$ cat config.mk
export PLATFORM = sky130hd
export DESIGN_NAME = sseg_scan_driver_flat
export DESIGN_NICKNAME = d
export VERILOG_FILES = /design/src/rtl/sseg_scan_driver_pkg.sv /design/src/rtl/sseg_scan_driver_if.sv /design/src/rtl/bcd_to_sseg.sv /design/src/rtl/sseg_scan_driver.sv /design/src/flat_wrapper.sv
export SDC_FILE = /design/constraint.sdc
export NUM_CORES = 1
export LEC_CHECK = 0
export BUFFER_PORTS_ARGS = -buffer_cell sky130_fd_sc_hd__buf_2
export CAP_MARGIN = 40
export CORE_UTILIZATION = 50
export DETAILED_ROUTE_END_ITERATION = 16
export PLACE_DENSITY = 0.73
export SYNTH_ARGS = -nofsm -noshare
export SYNTH_HDL_FRONTEND = slang
export SYNTH_SLANG_ARGS = --single-unit
$ cat constraint.sdc
create_clock -name clk -period 1.74 [get_ports clk]
set_input_delay 0.174 -clock clk [delete_from_list [all_inputs] [get_ports clk]]
set_output_delay 0.174 -clock clk [all_outputs]
set_load 0.05 [all_outputs]
$ cat src/rtl/sseg_scan_driver_pkg.sv
// Shared types and constants for the seven-segment scan driver.
//   scan_state_e : two-state scan FSM encoding (guard / drive)
//   SSEG_BLANK   : active-low {g..a} pattern with every segment off
//   SSEG_DASH    : active-low {g..a} pattern with only segment g lit
//   SSEG_DECODE  : active-low {g..a} patterns for BCD digits 0-9
package sseg_scan_driver_pkg;

    typedef enum logic {
        StGuard,
        StDrive
    } scan_state_e;

    localparam logic [6:0] SSEG_BLANK = 7'h7F;
    localparam logic [6:0] SSEG_DASH  = 7'h3F;

    localparam logic [6:0] SSEG_DECODE [10] = '{
        7'h40, 7'h79, 7'h24, 7'h30, 7'h19,
        7'h12, 7'h02, 7'h78, 7'h00, 7'h10
    };

endpackage

$ cat src/rtl/sseg_scan_driver_if.sv
// Data/display bundle of the seven-segment scan driver.
//   bcd_in : four BCD digits, [0] rightmost
//   load   : one-cycle strobe capturing bcd_in
//   dp_in  : live, active-high decimal-point request per digit
//   an     : active-low anode enables
//   sseg   : active-low segments {dp,g,f,e,d,c,b,a}
// master = the side supplying digits, slave = the driver.
interface sseg_scan_driver_if;

    logic [3:0] bcd_in [3:0];
    logic       load;
    logic [3:0] dp_in;
    logic [3:0] an;
    logic [7:0] sseg;

    modport master (
        output bcd_in,
        output load,
        output dp_in,
        input  an,
        input  sseg
    );

    modport slave (
        input  bcd_in,
        input  load,
        input  dp_in,
        output an,
        output sseg
    );

endinterface

$ cat src/rtl/bcd_to_sseg.sv
// Combinational BCD to seven-segment decoder.
//   bcd_i : 4-bit code; 10-15 are invalid and shown as a dash
//   seg_o : active-low segments {g,f,e,d,c,b,a}
module bcd_to_sseg
    import sseg_scan_driver_pkg::*;
(
    input  logic [3:0] bcd_i,
    output logic [6:0] seg_o
);

    always_comb begin
        seg_o = SSEG_DASH;
        if (bcd_i < 4'd10) begin
            seg_o = SSEG_DECODE[bcd_i];
        end
    end

endmodule

$ cat src/rtl/sseg_scan_driver.sv
// Time-multiplexed driver for a four-digit common-anode seven-segment display.
// Each digit slot lasts DIGIT_PERIOD cycles; the first GUARD_CYCLES of a slot
// keep every anode off so the previous digit's segments cannot ghost.
//   clk     : system clock, rising edge
//   reset_n : asynchronous active-low reset
//   bus     : digit load, decimal points and registered anode/segment outputs
module sseg_scan_driver
    import sseg_scan_driver_pkg::*;
#(
    parameter int unsigned DIGIT_PERIOD = 65536,
    parameter int unsigned GUARD_CYCLES = 256
) (
    input  logic               clk,
    input  logic               reset_n,
    sseg_scan_driver_if.slave  bus
);

    localparam int unsigned CntW = (DIGIT_PERIOD > 2) ? $clog2(DIGIT_PERIOD) : 1;
    typedef logic [CntW-1:0] cnt_t;
    localparam cnt_t CntLast   = cnt_t'(DIGIT_PERIOD - 1);
    localparam cnt_t GuardLast = cnt_t'(GUARD_CYCLES - 1);

    if (GUARD_CYCLES < 1 || GUARD_CYCLES >= DIGIT_PERIOD) begin : g_param_check
        $error("sseg_scan_driver: need 1 <= GUARD_CYCLES < DIGIT_PERIOD");
    end

    scan_state_e state_q, state_d;
    cnt_t        cnt_q, cnt_d;
    logic [1:0]  idx_q, idx_d;
    logic [3:0]  digits_q [3:0];
    logic [3:0]  digits_d [3:0];
    logic [3:0]  an_q, an_d;
    logic [7:0]  sseg_q, sseg_d;

    logic [6:0]  dec_seg;
    logic        blank;

    // Digit register: load wins in any state, independent of the scan.
    always_comb begin
        digits_d = digits_q;
        if (bus.load) begin
            digits_d = bus.bcd_in;
        end
    end

    // Scan FSM: guard for the first GUARD_CYCLES of a slot, drive for the rest.
    always_comb begin
        state_d = state_q;
        cnt_d   = cnt_q + cnt_t'(1);
        idx_d   = idx_q;
        if (cnt_q == CntLast) begin
            cnt_d   = '0;
            state_d = StGuard;
            idx_d   = idx_q + 2'd1;
        end else if (cnt_q == GuardLast) begin
            state_d = StDrive;
        end
    end

    bcd_to_sseg u_decode (
        .bcd_i (digits_q[idx_q]),
        .seg_o (dec_seg)
    );

    // Leading-zero blanking; only a literal 0 counts as zero, so dashes stay visible.
    always_comb begin
        blank = 1'b0;
        case (idx_q)
            2'd3:    blank = (digits_q[3] == 4'd0);
            2'd2:    blank = (digits_q[3] == 4'd0) && (digits_q[2] == 4'd0);
            2'd1:    blank = (digits_q[3] == 4'd0) && (digits_q[2] == 4'd0) &&
                             (digits_q[1] == 4'd0);
            default: blank = 1'b0;
        endcase
    end

    // Output values registered one cycle behind the scan state.
    always_comb begin
        an_d   = 4'hF;
        sseg_d = 8'hFF;
        if (state_q == StDrive) begin
            an_d[idx_q] = 1'b0;
            sseg_d      = {~bus.dp_in[idx_q], blank ? SSEG_BLANK : dec_seg};
        end
    end

    always_ff @(posedge clk or negedge reset_n) begin
        if (!reset_n) begin
            state_q  <= StGuard;
            cnt_q    <= '0;
            idx_q    <= 2'd0;
            digits_q <= '{default: 4'd0};
            an_q     <= 4'hF;
            sseg_q   <= 8'hFF;
        end else begin
            state_q  <= state_d;
            cnt_q    <= cnt_d;
            idx_q    <= idx_d;
            digits_q <= digits_d;
            an_q     <= an_d;
            sseg_q   <= sseg_d;
        end
    end

    assign bus.an   = an_q;
    assign bus.sseg = sseg_q;

endmodule
$ cat src/flat_wrapper.sv
// flat-port wrapper written by rule: the top's interface ports become plain ports
module sseg_scan_driver_flat import sseg_scan_driver_pkg::*;
#(
    parameter int unsigned DIGIT_PERIOD = 65536,
    parameter int unsigned GUARD_CYCLES = 256
)
  (clk, reset_n, bus_bcd_in, bus_load, bus_dp_in, bus_an, bus_sseg);
  sseg_scan_driver_if bus_i ();
  input  logic clk;
  input  logic reset_n;
  input wire logic [$bits(bus_i.bcd_in)-1:0] bus_bcd_in;
  input wire logic [$bits(bus_i.load)-1:0] bus_load;
  input wire logic [$bits(bus_i.dp_in)-1:0] bus_dp_in;
  output wire logic [$bits(bus_i.an)-1:0] bus_an;
  output wire logic [$bits(bus_i.sseg)-1:0] bus_sseg;
  assign bus_i.bcd_in = {>>{bus_bcd_in}};
  assign bus_i.load = bus_load;
  assign bus_i.dp_in = bus_dp_in;
  assign bus_an = bus_i.an;
  assign bus_sseg = bus_i.sseg;
  sseg_scan_driver #(.DIGIT_PERIOD(DIGIT_PERIOD), .GUARD_CYCLES(GUARD_CYCLES)) u_core (.clk(clk), .reset_n(reset_n), .bus(bus_i));
endmodule
Word level (Yosys, flattened, before mapping)
Memory sizes are Yosys's and may differ from the RTL's.
Cells that the tools add are included.
- register bits: 47
- ROM bits: 112
- input port bits: 23
- output and inout bits: 12
- word-level logic and storage cells: 47
- memories kept: 1
- memory list (name ; words ; width ; read ports ; clocked after memory_dff ; write ports ; RTL line ; source):
    (name not given) ; 16 ; 7 ; 1 ; 0 ; 0 ; bcd_to_sseg.sv:14 ; seg_o = SSEG_DECODE[bcd_i];
- add/subtract/negate cells: 2
- magnitude comparators: 4
- equality and inequality tests: 5
- muxes and demuxes: 16
- bitwise logic cells: 3
- reduce and logical (&&, ||, !) cells: 7
- operator list (cell ; count):
    7-bit two-way mux ; 4
    16-bit by 1-bit adder with 16-bit output, second input constant ; 1
    16-bit == test, second input constant ; 1
    16-bit by 8-bit == test with 1-bit output, second input constant ; 1
    16-bit two-way mux ; 1
    4-bit logical NOT ; 3
    4-bit binary-select mux with 2-bit select ; 1
    4-bit two-way mux ; 2
    8-bit two-way mux ; 1
    5-bit >= comparator, second input constant ; 1
    4-bit inverter with 5-bit output ; 1
    2-bit == test, second input constant ; 2
    4-bit less-than comparator, second input constant ; 1
    1-bit two-way mux ; 4
    4-bit inverter ; 1
    1-bit logical AND ; 3
    2-bit by 3-bit less-than comparator with 1-bit output, second input constant ; 1
    1-bit case mux with 3 select lines ; 1
    2-bit by 1-bit adder with 2-bit output, second input constant ; 1
    1-bit binary-select mux with 2-bit select ; 1
    1-bit demux with 2-bit select ; 1
    2-bit by 1-bit == test with 1-bit output, second input constant ; 1
    2-bit by 1-bit >= comparator with 1-bit output, second input constant ; 1
    2-bit nonzero test ; 1
    1-bit inverter ; 1

Depth between registers and ports, before layout
Gate-level depths: netlist (run 1).
- word-level depth: 9
- gate-level depth with buffers: 7
- mapped depth without buffers: 6

Modules after synthesis
From an unflattened synthesis (run 1), not the netlist that was laid out.
- cells, all modules: 183
- area, all modules: 2309.7 um^2
- by module, submodules not included (module ; instances ; cells an instance ; area each (um^2) ; sequential area each (um^2)):
    sseg_scan_driver ; 1 ; 154 ; 2088.3 ; 1191.1
    bcd_to_sseg ; 1 ; 29 ; 221.5 ; 0.0

Least setup slack after synthesis (run 1)
OpenSTA, ideal clock, no wires.
- path type: reg2reg
- from: register u_core.idx_q[0]
- to: register u_core.sseg_q[2] (netlist: u_core.bus.sseg[2])
- library setup time: 0.060 ns
- data arrival time: 1.791 ns
- required time: 1.680 ns
- path slack: -0.111 ns
- cell stages (with the launch flop): 8
- clock period less this slack: 1.851 ns
- path through: dfrtp_1 > buf_6 > mux4_1 > inv_1 > ha_1 > nand2b_4 > mux2_4 > nand2_2
- longest elaborated chain between the ends: 9
- ends and longest elaborated chain (what ; RTL line ; source):
    start: declaration ; sseg_scan_driver.sv:29 ; logic [1:0] idx_q, idx_d;
    start signal: assignment ; sseg_scan_driver.sv:98 ; idx_q <= idx_d;
    4-bit binary-select mux with 2-bit select ; sseg_scan_driver.sv:61 ; .bcd_i (digits_q[idx_q]),
    4-bit two-way mux (implied by the code) ; sseg_scan_driver.sv:61 ;
    4-bit inverter with 5-bit output (implied by the code) ; bcd_to_sseg.sv:14 ;
    memory 16 x 7 bit ; n/a ;
    7-bit two-way mux (implied by the code) (2 in series) ; bcd_to_sseg.sv:14 ;
    7-bit two-way mux ; bcd_to_sseg.sv:13 ; if (bcd_i < 4'd10) begin
    7-bit two-way mux (*) ; sseg_scan_driver.sv:83 ; sseg_d = {~bus.dp_in[idx_q], blank ? SSEG_BLANK : dec_seg};
    8-bit two-way mux (*) ; sseg_scan_driver.sv:81 ; if (state_q == StDrive) begin
    net u_core.sseg_d[2] ; sseg_scan_driver.sv:33 ; logic [7:0] sseg_q, sseg_d;
    end signal: assignment ; sseg_scan_driver.sv:101 ; sseg_q <= sseg_d;
    end: declaration ; sseg_scan_driver.sv:33 ;
Mark *: on every way through the listed nets, which the timed path passes. The rest lies on a longest branch. The select of a mux whose other input is x is not followed.
A chain may end at the register's enable or synchronous reset.

Final worst setup path (run 1)
- from: register u_core.idx_q[0]
- to: register u_core.sseg_q[5] (netlist: u_core.bus.sseg[5])
The elaborated chain is that of the path after synthesis.

==> impl_metrics.csv, run 1 <==
group,metric,value,unit
die,num_rows,24,
timing,fin_worst_skew,0.00300,ns
worst_setup_path,arrival,1.99,ns
run_status,outcome,"finished with violations",
timing,fmax,572,MHz
route,vias_per_cell,5.36,
route,drt_first_pass_iters,4,
worst_setup_path,crit_path_end_kind,"register",
pwr,power,2.32,mW
global_route,antenna_found_initial,0,
pwr,clockPowerShare,0.407,
timing,slew_headroom,0.608,
global_route,grt_pass1_vias,1459,
pwr,power.switching,503,µW
pwr,power_density,838,mW/mm²
timing,rsz0062_at_grt,"true",
finish,layout_common_cells,"34 x buf_2, 33 x dfrtp_1, 17 x mux2_2",
timing,fin_crit_sh,1.00,
pwr,swShare,0.217,
worst_setup_path,crit_path_start_kind,"register",
finish,final_nets,261,
route,drt_iter0_markers,130,
placed_design,numPortBuffers,34,
pwr,internal_power,1.82,mW
clock_network,clkTransAtPathRegs,0.09,ns
pwr,total_leakage_power,1.20,nW
synthesis,synth_nets,210,
global_route,grt_max_degree,28,
pwr,power_frac_comb,0.094,
worst_setup_path,criticalPathCategory,"register to register",
run,drv_cap,0,
timing,fin_crit,1.75,ns
clock_network,cts_max_level,2,
clock_network,clock_latency,0.30,ns
route,drc_errors,0,
placed_design,dp_slack,-0.0210,ns
die,coreArea,0.00432,mm²
global_route,grt_overflow,0,
global_route,grt.total_usage,0.185,
synthesis,yosys_warnings,0,
synthesis,postSynthCellCount,176,
placed_design,dp_hpwl,3.00,mm
die,die_h,69.0,µm
worst_setup_path,crit_chain,"buf_6, mux4_2, a21oi_1, o21a_1, a2bb2oi_1",
synthesis,seq_area_frac_synth,0.530,
timing,tightest_slew,0.582,ns
hold_path,hp-class,"primary input to register",
route,wirelength,4.03,mm
finish,area_delta_synth_final,23.3,%
route,via_count,1502,
worst_setup_path,cpPeakStageDelay,0.57,ns
timing,hold_ws,0.0942,ns
synthesis,syn_area_per_cell,12.8,µm²
synthesis,async_reset_ff_frac,1.00,
pwr,sequentialPowerShare,0.500,
synthesis,synth_edf_count,0,
synthesis,syn_area,0.00225,mm²
synthesis,synth_cell_type_count,42,
clock_network,cts.sinks,47,
pwr,vdd_drop_max,0.000691,V
route,wl_per_cell,14.4,µm
clock_network,cts_tree,"done",
timing,fin_setup_tns,-0.00789,ns
worst_setup_path,cp_max_fo,5,
clock_network,cts_made_buffers,5,
finish,final_common_cell,"buf_2",
placed_design,place_congestion,0.906,
die,dieArea,0.00477,mm²
route,ant_nets,0,
die,die_w,69.0,µm
synthesis,synth_ff_type,"dfrtp_1",
clock_network,cts_max_path_buffers,2,
clock_network,root_buffer,"clkbuf_8",
die,start_util,0.520,
worst_setup_path,cp.required,1.98,ns
synthesis,synth-seq-cells,47,
timing,fin_ws,-0.00789,ns
finish,num_antenna_cells,0,
timing,finalMaxSlewViolations,0,
global_route,grt_pass1_wl,6.93,mm
finish,drive_above_1_share,0.474,
die,io_pins,35,
run_status,violations,"setup timing",
timing,hold_viol,0,
worst_setup_path,critPathSlowestCell,"mux4_2",
timing,setup_viol,1,
cells in the mapped netlist (all sizes together) (5+ instances only):
library cell,n,area share
dfstp,12,0.14
nor4,6,0.017
nor2,12,0.020
mux4,5,0.053
xnor2,10,0.039
nand2,12,0.021
dfrtp,35,0.39
ha,11,0.061
inv,6,0.010
mux2,18,0.092
nand3,5,0.011
routing by layer:
layer / global-route usage / share of wire / vias to the layer above
li1: - / - / 731
met1: 0.271 / 0.49 / 718
met2: 0.251 / 0.43 / 41
met3: 0.0541 / 0.050 / 12
met4: 0.0907 / 0.031 / 0
met5: 0 / 0 / -
power by group through the flow:
stage | clock network (mW) | registers [mW] | logic (mW)
6_report | 0.944 | 1.16 | 0.217
4_1_cts | 0.963 | 1.16 | 0.205
5_1_grt | 1.02 | 1.17 | 0.240
3_3_place_gp | 0 | 1.18 | 0.198
3_5_place_dp | 0 | 1.18 | 0.202
2_1_floorplan | 0 | 1.17 | 0.126
flip-flops by register name, summed over array words and instances, names as in the netlist:
name	count
u_core.bus.sseg	8
u_core.digits_q	16
u_core.idx_q	2
u_core.cnt_q	16
u_core.state_q	1
u_core.bus.an	4
through the flow:
step | cells | util | area (µm²)
2_1_floorplan | 176 | - | 2250
3_3_place_gp | 268 | 0.589 | 2550
3_5_place_dp | 268 | 0.589 | 2550
4_1_cts | 277 | 0.623 | 2690
5_1_grt | 280 | 0.641 | 2770
6_report | 280 | 0.641 | 2770
logic make-up after synthesis:
kind of cell | after synthesis | share of synthesized area
and+or+nand+nor | 52 | 0.124
DFF | 47 | 0.530
xor gates and xnor gates | 13 | 0.0507
buffers and inverters | 12 | 0.0251
adders and majority gates | 11 | 0.0612
muxes | 24 | 0.150
AOI/OAI and AO/OA | 17 | 0.0590
cell type report:
class / count / area (µm²)
clock buffers: 5 / 68.8
clock inverters: 3 / 67.6
fillers: 337 / 1550
inverters: 7 / 32.5
multi-input cells: 117 / 1040
flip-flops and latches: 47 / 1190
well taps: 52 / 65.1
repair buffers: 49 / 302
worst max-delay path: cells and delay by family (launching register included):
| family | cells | cell delay [ns] |
|---|---|---|
| buffers and inverters | 1 | 0.13 |
| AO/OA/AOI/OAI | 3 | 0.54 |
| flip-flops | 1 | 0.44 |
| multiplexers | 1 | 0.57 |
worst paths after layout:
kind / from / end / cells after the start / slack (ns)
max: u_core.idx_q[0]$_DFFE_PN0N_ / u_core.bus.sseg[5]$_DFF_PN1_ / 5 / -0.008
min: bus_bcd_in[8] / u_core.digits_q[8]$_DFFE_PN0P_ / 2 / 0.09
max reg2reg: u_core.idx_q[0]$_DFFE_PN0N_ / u_core.bus.sseg[5]$_DFF_PN1_ / 5 / -0.008
min reg2reg: u_core.cnt_q[6]$_DFF_PN0_ / u_core.cnt_q[6]$_DFF_PN0_ / 1 / 0.48
max in group asynchronous: reset_n / u_core.digits_q[5]$_DFFE_PN0P_ / 3 / 0.90
min in group asynchronous: reset_n / u_core.cnt_q[12]$_DFF_PN0_ / 2 / 0.35
repair_timing:
item / in CTS / in global routing
hold endpoints to repair: 8 / 0
gates resized for setup: 1 / 16
endpoints found under the setup margin: 5 / 9
pin swaps: 0 / 5
setup buffers: 0 / 3
cloned: 0 / 0
hold buffers: 1 / 0
Note: power is estimated with default switching activity, not from simulation.
==> inputs of run 2 (changes only) <==
--- a/config.mk
+++ b/config.mk
@@ -7,9 +7,9 @@
 export LEC_CHECK = 0
 export BUFFER_PORTS_ARGS = -buffer_cell sky130_fd_sc_hd__buf_2
 export CAP_MARGIN = 40
-export CORE_UTILIZATION = 50
+export CORE_UTILIZATION = 56
 export DETAILED_ROUTE_END_ITERATION = 16
-export PLACE_DENSITY = 0.73
+export PLACE_DENSITY = 0.78
 export SYNTH_ARGS = -nofsm -noshare
 export SYNTH_HDL_FRONTEND = slang
 export SYNTH_SLANG_ARGS = --single-unit
==> constraint.sdc (replaced) <==
create_clock -name clk -period 2 [get_ports clk]
set_input_delay 0.2 -clock clk [delete_from_list [all_inputs] [get_ports clk]]
set_output_delay 0.2 -clock clk [all_outputs]
set_load 0.05 [all_outputs]
==> impl_metrics.csv, run 2 (synthesized netlist as in run 1, its figures left out) <==
group,metric,value,unit
clock_network,cts_max_path_buffers,2,
hold_path,min-delay-start,"bus_bcd_in[14]",
timing,tightest_slew,0.443,ns
global_route,grt_pass1_vias,1457,
global_route,grt.total_usage,0.218,
timing,slew_headroom,0.703,
die,start_util,0.600,
timing,finalMaxSlewViolations,0,
placed_design,dpl_cell_area,0.00249,mm²
pwr,total_leakage_power,1.15,nW
timing,hold_viol,0,
global_route,grt_overflow,0,
timing,setup_viol,0,
pwr,power_density,719,mW/mm²
worst_setup_path,cp_max_fo,4,
die,io_pins,35,
route,via_count,1501,
clock_network,clkTransAtPathRegs,0.08,ns
worst_setup_path,criticalPathCategory,"register to register",
hold_path,hp-class,"primary input to register",
route,vias_per_cell,5.64,
route,drc_errors,0,
route,ant_nets,0,
pwr,power,1.89,mW
worst_setup_path,arrival,2.13,ns
worst_setup_path,crit_buf_inv,1,
placed_design,place_congestion,0.906,
clock_network,cts_tree,"done",
finish,drive_above_1_share,0.390,
worst_setup_path,cpPeakStageDelay,0.63,ns
placed_design,dp_hpwl,2.91,mm
timing,fin_crit,1.88,ns
finish,final_nets,251,
worst_setup_path,crit_path_end_kind,"register",
clock_network,root_buffer,"clkbuf_8",
worst_setup_path,critPathSlowestCell,"mux4_1",
finish,num_antenna_cells,0,
route,wl_per_cell,15.4,µm
route,drt_iter0_markers,41,
timing,fin_worst_skew,0.00821,ns
route,wirelength,4.10,mm
worst_setup_path,timing.rr.start,"u_core.idx_q[0]$_DFFE_PN0N_",
finish,final_common_cell,"dfrtp_1",
clock_network,cts_made_buffers,5,
run,drv_cap,0,
placed_design,numPortBuffers,34,
die,die_w,65.3,µm
global_route,grt_pass1_wl,6.92,mm
clock_network,cts_setup_buffers,0,
finish,layout_common_cells,"35 x dfrtp_1, 34 x buf_2, 17 x mux2_2",
die,die_h,65.3,µm
global_route,antenna_found_initial,0,
die,num_rows,22,
pwr,vdd_drop_max,0.000554,V
timing,fmax,533,MHz
worst_setup_path,cp.required,2.25,ns
clock_network,cts_max_level,2,
finish,area_delta_synth_final,16.8,%
worst_setup_path,crit_path_start_kind,"register",
finish,stdcell_area,0.00262,mm²
run_status,outcome,"complete, no violations",
worst_setup_path,cp-startpoint,"u_core.idx_q[0]$_DFFE_PN0N_",
global_route,grt_max_degree,48,
worst_setup_path,path_delay_family,"multiplexers",
die,dieArea,0.00427,mm²
die,coreArea,0.00374,mm²
clock_network,cts.sinks,47,
finish,final_util,0.701,
clock_network,clock_latency,0.30,ns
worst_setup_path,crit_chain,"mux4_1, inv_1, ha_1, nand2b_4, mux2_4, nand2_2",
timing,fin_crit_sh,0.939,
route,drt_first_pass_iters,4,
run 2: what timing repair did:
action / CTS / global route
resized for setup: 0 / 1
hold endpoints to repair: 35 / 0
setup endpoints to repair: 0 / 3
hold buffers: 1 / 0
run 2: power breakdown:
part / internal (mW) / switching (mW)
Sequential: 0.983 / 0.0263
Clock: 0.404 / 0.302
Combinational: 0.0905 / 0.0809
Total: 1.48 / 0.409
run 2: worst register-to-register path, cell delays in order (launching register included):
cell	delay [ns]
dfrtp_1	0.42
mux4_1	0.63
inv_1	0.17
ha_1	0.24
nand2b_4	0.06
mux2_4	0.25
nand2_2	0.06
run 2: path summary, 6_finish.rpt:
kind | cells past startpoint | to | slack [ns]
max in group asynchronous | 3 | u_core.bus.an[0]$_DFF_PN1_ | 1.32
setup / recovery | 6 | u_core.bus.sseg[2]$_DFF_PN1_ | 0.12
hold reg to reg | 1 | u_core.cnt_q[0]$_DFF_PN0_ | 0.49
min in group asynchronous | 3 | u_core.digits_q[2]$_DFFE_PN0P_ | 0.41
setup reg to reg | 6 | u_core.bus.sseg[2]$_DFF_PN1_ | 0.12
hold / removal | 2 | u_core.digits_q[14]$_DFFE_PN0P_ | 0.12
run 2: layout make-up:
cell class	instances	area (µm²)
flip-flops and latches	47	1190
clock inverters	2	35.0
well taps	48	60.1
fillers	279	1120
multi-input cells	117	1010
inverters	7	26.3
clock buffers	6	82.6
repair buffers	39	223
run 2: metrics by stage:
step	instances	hold WS [ns]	setup TNS, ns	setup slack [ns]
2_1_floorplan	176	-0.0956	0	0.149
3_3_place_gp	257	0.194	0	0.226
3_5_place_dp	257	0.199	0	0.155
4_1_cts	266	0.120	0	0.110
5_1_grt	266	0.115	-0.0429	-0.0380
6_report	266	0.125	0	0.123
run 2: metal layers:
| layer | GRT usage | share of wire | vias to the layer above |
|---|---|---|---|
| li1 | - | - | 712 |
| met2 | 0.341 | 0.48 | 43 |
| met5 | 0 | 0 | - |
| met3 | 0.0590 | 0.050 | 10 |
| met1 | 0.287 | 0.45 | 736 |
| met4 | 0.0897 | 0.026 | 0 |
==> inputs of run 3 (changes only) <==
--- a/config.mk
+++ b/config.mk
@@ -5,11 +5,12 @@
 export SDC_FILE = /design/constraint.sdc
 export NUM_CORES = 1
 export LEC_CHECK = 0
+export ABC_AREA = 1
 export BUFFER_PORTS_ARGS = -buffer_cell sky130_fd_sc_hd__buf_2
 export CAP_MARGIN = 40
 export CORE_UTILIZATION = 56
 export DETAILED_ROUTE_END_ITERATION = 16
-export PLACE_DENSITY = 0.78
+export PLACE_DENSITY = 0.77
 export SYNTH_ARGS = -nofsm -noshare
 export SYNTH_HDL_FRONTEND = slang
 export SYNTH_SLANG_ARGS = --single-unit
==> impl_metrics.csv, run 3 <==
group,metric,value,unit
clock_network,clock_latency,0.29,ns
worst_setup_path,cp_max_fo,17,
pwr,power_frac_comb,0.095,
pwr,sequentialPowerShare,0.562,
pwr,total_leakage_power,1.34,nW
global_route,grt.total_usage,0.233,
pwr,power,1.79,mW
finish,num_antenna_cells,0,
timing,tightest_slew,0.506,ns
worst_setup_path,reg2reg_depth,9,
worst_setup_path,endpoint,"u_core.bus.sseg[3]$_DFF_PN1_",
clock_network,clkTransAtPathRegs,0.08,ns
placed_design,dpl_cell_area,0.00263,mm²
global_route,grt_pass1_wl,7.78,mm
synthesis,synth_top_cell_by_area,"dfrtp_1",
finish,stdcell_area,0.00274,mm²
synthesis,async_reset_ff_frac,1.00,
hold_path,hp-class,"primary input to register",
pwr,power_density,654,mW/mm²
placed_design,dp_hpwl,3.42,mm
timing,rsz0062_at_grt,"false",
pwr,power.switching,424,µW
run,drv_cap,0,
finish,final_nets,346,
finish,area_delta_synth_final,14.2,%
worst_setup_path,cp.required,2.22,ns
timing,hold_ws,0.115,ns
finish,final_common_cell,"nand2_1",
route,via_count,1861,
timing,fin_worst_skew,0.00537,ns
pwr,clockPowerShare,0.343,
synthesis,synth_commonest_cells,"68 x nand2_1, 35 x dfrtp_1, 30 x inv_1, 30 x nor2_1, 24 x nand3_1",
route,vias_per_cell,5.13,
pwr,vdd_drop_max,0.000477,V
synthesis,synth_nets,306,
die,dieArea,0.00455,mm²
clock_network,cts_max_path_buffers,2,
route,drt_iter0_markers,188,
pwr,internal_power,1.37,mW
timing,fin_crit,1.64,ns
finish,final_util,0.675,
worst_setup_path,r2r-end,"u_core.bus.sseg[3]$_DFF_PN1_",
finish,nFillCells,334,
synthesis,synth.most_common_cell,"nand2_1",
timing,setup_viol,0,
synthesis,postSynthCellCount,272,
synthesis,yosys_warnings,0,
timing,fmax,610,MHz
synthesis,synth-seq-cells,47,
finish,layout_common_cells,"68 x nand2_1, 34 x buf_2, 34 x dfrtp_1",
synthesis,netlist_top_cells_area,"dfrtp_1 36%, dfstp_2 13%, nand2_1 11%",
die,start_util,0.591,
die,num_rows,23,
synthesis,syn_area_per_cell,8.82,µm²
global_route,grt_pass1_vias,1728,
clock_network,root_buffer,"clkbuf_8",
clock_network,cts_made_buffers,5,
route,drt_first_pass_iters,4,
timing,finalMaxSlewViolations,0,
clock_network,cts_setup_buffers,0,
run_status,outcome,"complete, no violations",
timing,hold_viol,0,
timing,fin_crit_sh,0.819,
synthesis,synth_edf_count,0,
placed_design,place_congestion,0.901,
worst_setup_path,arrival,1.86,ns
synthesis,synth_cell_type_count,28,
die,die_w,67.5,µm
worst_setup_path,cp-startpoint,"u_core.idx_q[0]$_DFFE_PN0N_",
timing,slew_headroom,0.662,
die,coreArea,0.00406,mm²
clock_network,cts_tree,"done",
global_route,grt_overflow,0,
synthesis,seq_area_frac_synth,0.496,
finish,drive_above_1_share,0.249,
global_route,antenna_found_initial,0,
synthesis,synth_ff_type,"dfrtp_1",
synthesis,synth.top_cell.area_share,0.365,
route,ant_nets,0,
worst_setup_path,crit_path_end_kind,"register",
pwr,swShare,0.237,
global_route,grt_max_degree,26,
clock_network,cts.sinks,47,
placed_design,numPortBuffers,34,
synthesis,syn_area,0.00240,mm²
die,die_h,67.5,µm
route,drc_errors,0,
route,wirelength,4.53,mm
clock_network,cts_max_level,2,
worst_setup_path,crit_path_start_kind,"register",
worst_setup_path,timing.rr.start,"u_core.idx_q[0]$_DFFE_PN0N_",
die,io_pins,35,
timing,fin_setup_tns,0,ns
worst_setup_path,criticalPathCategory,"register to register",
worst_setup_path,r2r_slack,0.36,ns
route,wl_per_cell,12.5,µm
-- run 3: critical path, cell delays in order, from the launching register on --
cell     delay, ns
dfrtp_2       0.53
a21oi_1       0.19
o21ai_0       0.09
nand2_1       0.18
inv_1         0.10
ha_1          0.20
inv_1         0.05
nand2_1       0.06
nand3_1       0.09
nand3_1       0.07
-- run 3: layer usage --
layer | up-vias | global-route usage | wire, µm
met5 | - | 0 | 0
met4 | 0 | 0.0612 | 10
met3 | 2 | 0.0608 | 220
met2 | 42 | 0.344 | 2090
met1 | 884 | 0.337 | 2210
li1 | 933 | - | -
-- run 3: metrics by stage --
step                worst slack, ns  std cells
detailed placement            0.250        354
global placement              0.242        354
CTS                           0.223        363
floorplan                     0.457        272
global route                  0.159        363
finish                        0.361        363
-- run 3: power groups by stage --
stage | clock, mW | combinational (mW) | sequential (mW)
2_1_floorplan | 0 | 0.105 | 1.01
3_3_place_gp | 0 | 0.165 | 1.02
3_5_place_dp | 0 | 0.171 | 1.02
4_1_cts | 0.637 | 0.173 | 1.01
5_1_grt | 0.676 | 0.195 | 1.01
6_report | 0.615 | 0.171 | 1.01
-- run 3: timing repair --
item                       in CTS  in global routing
hold buffers                    1                  0
setup endpoints to repair       0                  7
hold endpoints to repair       10                  0
resized for setup               0                  1
-- run 3: cell type report --
| type | count | area (µm²) | share of cell area |
|---|---|---|---|
| Inverter | 33 | 129 | 0.0470 |
| Timing Repair Buffer | 37 | 208 | 0.0758 |
| Multi-Input combinational cell | 188 | 1050 | 0.383 |
| Sequential cell | 47 | 1190 | 0.435 |
| Tap cell | 50 | 62.6 | 0.0228 |
| Clock buffer | 8 | 100 | 0.0365 |
-- run 3: worst min-delay path by stage --
stage,endpoint,from,slack [ns],depth (start not counted)
finish,u_core.digits_q[12]$_DFFE_PN0P_,bus_bcd_in[12],0.12,3
global route,u_core.digits_q[14]$_DFFE_PN0P_,bus_bcd_in[14],0.11,3
CTS,u_core.digits_q[14]$_DFFE_PN0P_,bus_bcd_in[14],0.11,3
detailed placement,u_core.digits_q[8]$_DFFE_PN0P_,reset_n,0.20,1
global placement,u_core.digits_q[8]$_DFFE_PN0P_,reset_n,0.19,1
floorplan,u_core.cnt_q[0]$_DFF_PN0_,reset_n,-0.1,0
-- run 3: cells by family (layout without fill, tap and decap cells) --
| logic type | count (synthesis) | in the layout | share of synthesized area |
|---|---|---|---|
| muxes | 9 | 9 | 0.0422 |
| buffers and inverters | 37 | 78 | 0.0667 |
| and+or+nand+nor | 139 | 139 | 0.256 |
| DFF | 47 | 47 | 0.496 |
| adders and majority gates | 11 | 11 | 0.0574 |
| AOI/OAI and AO/OA | 19 | 19 | 0.0448 |
| xor gates and xnor gates | 10 | 10 | 0.0365 |
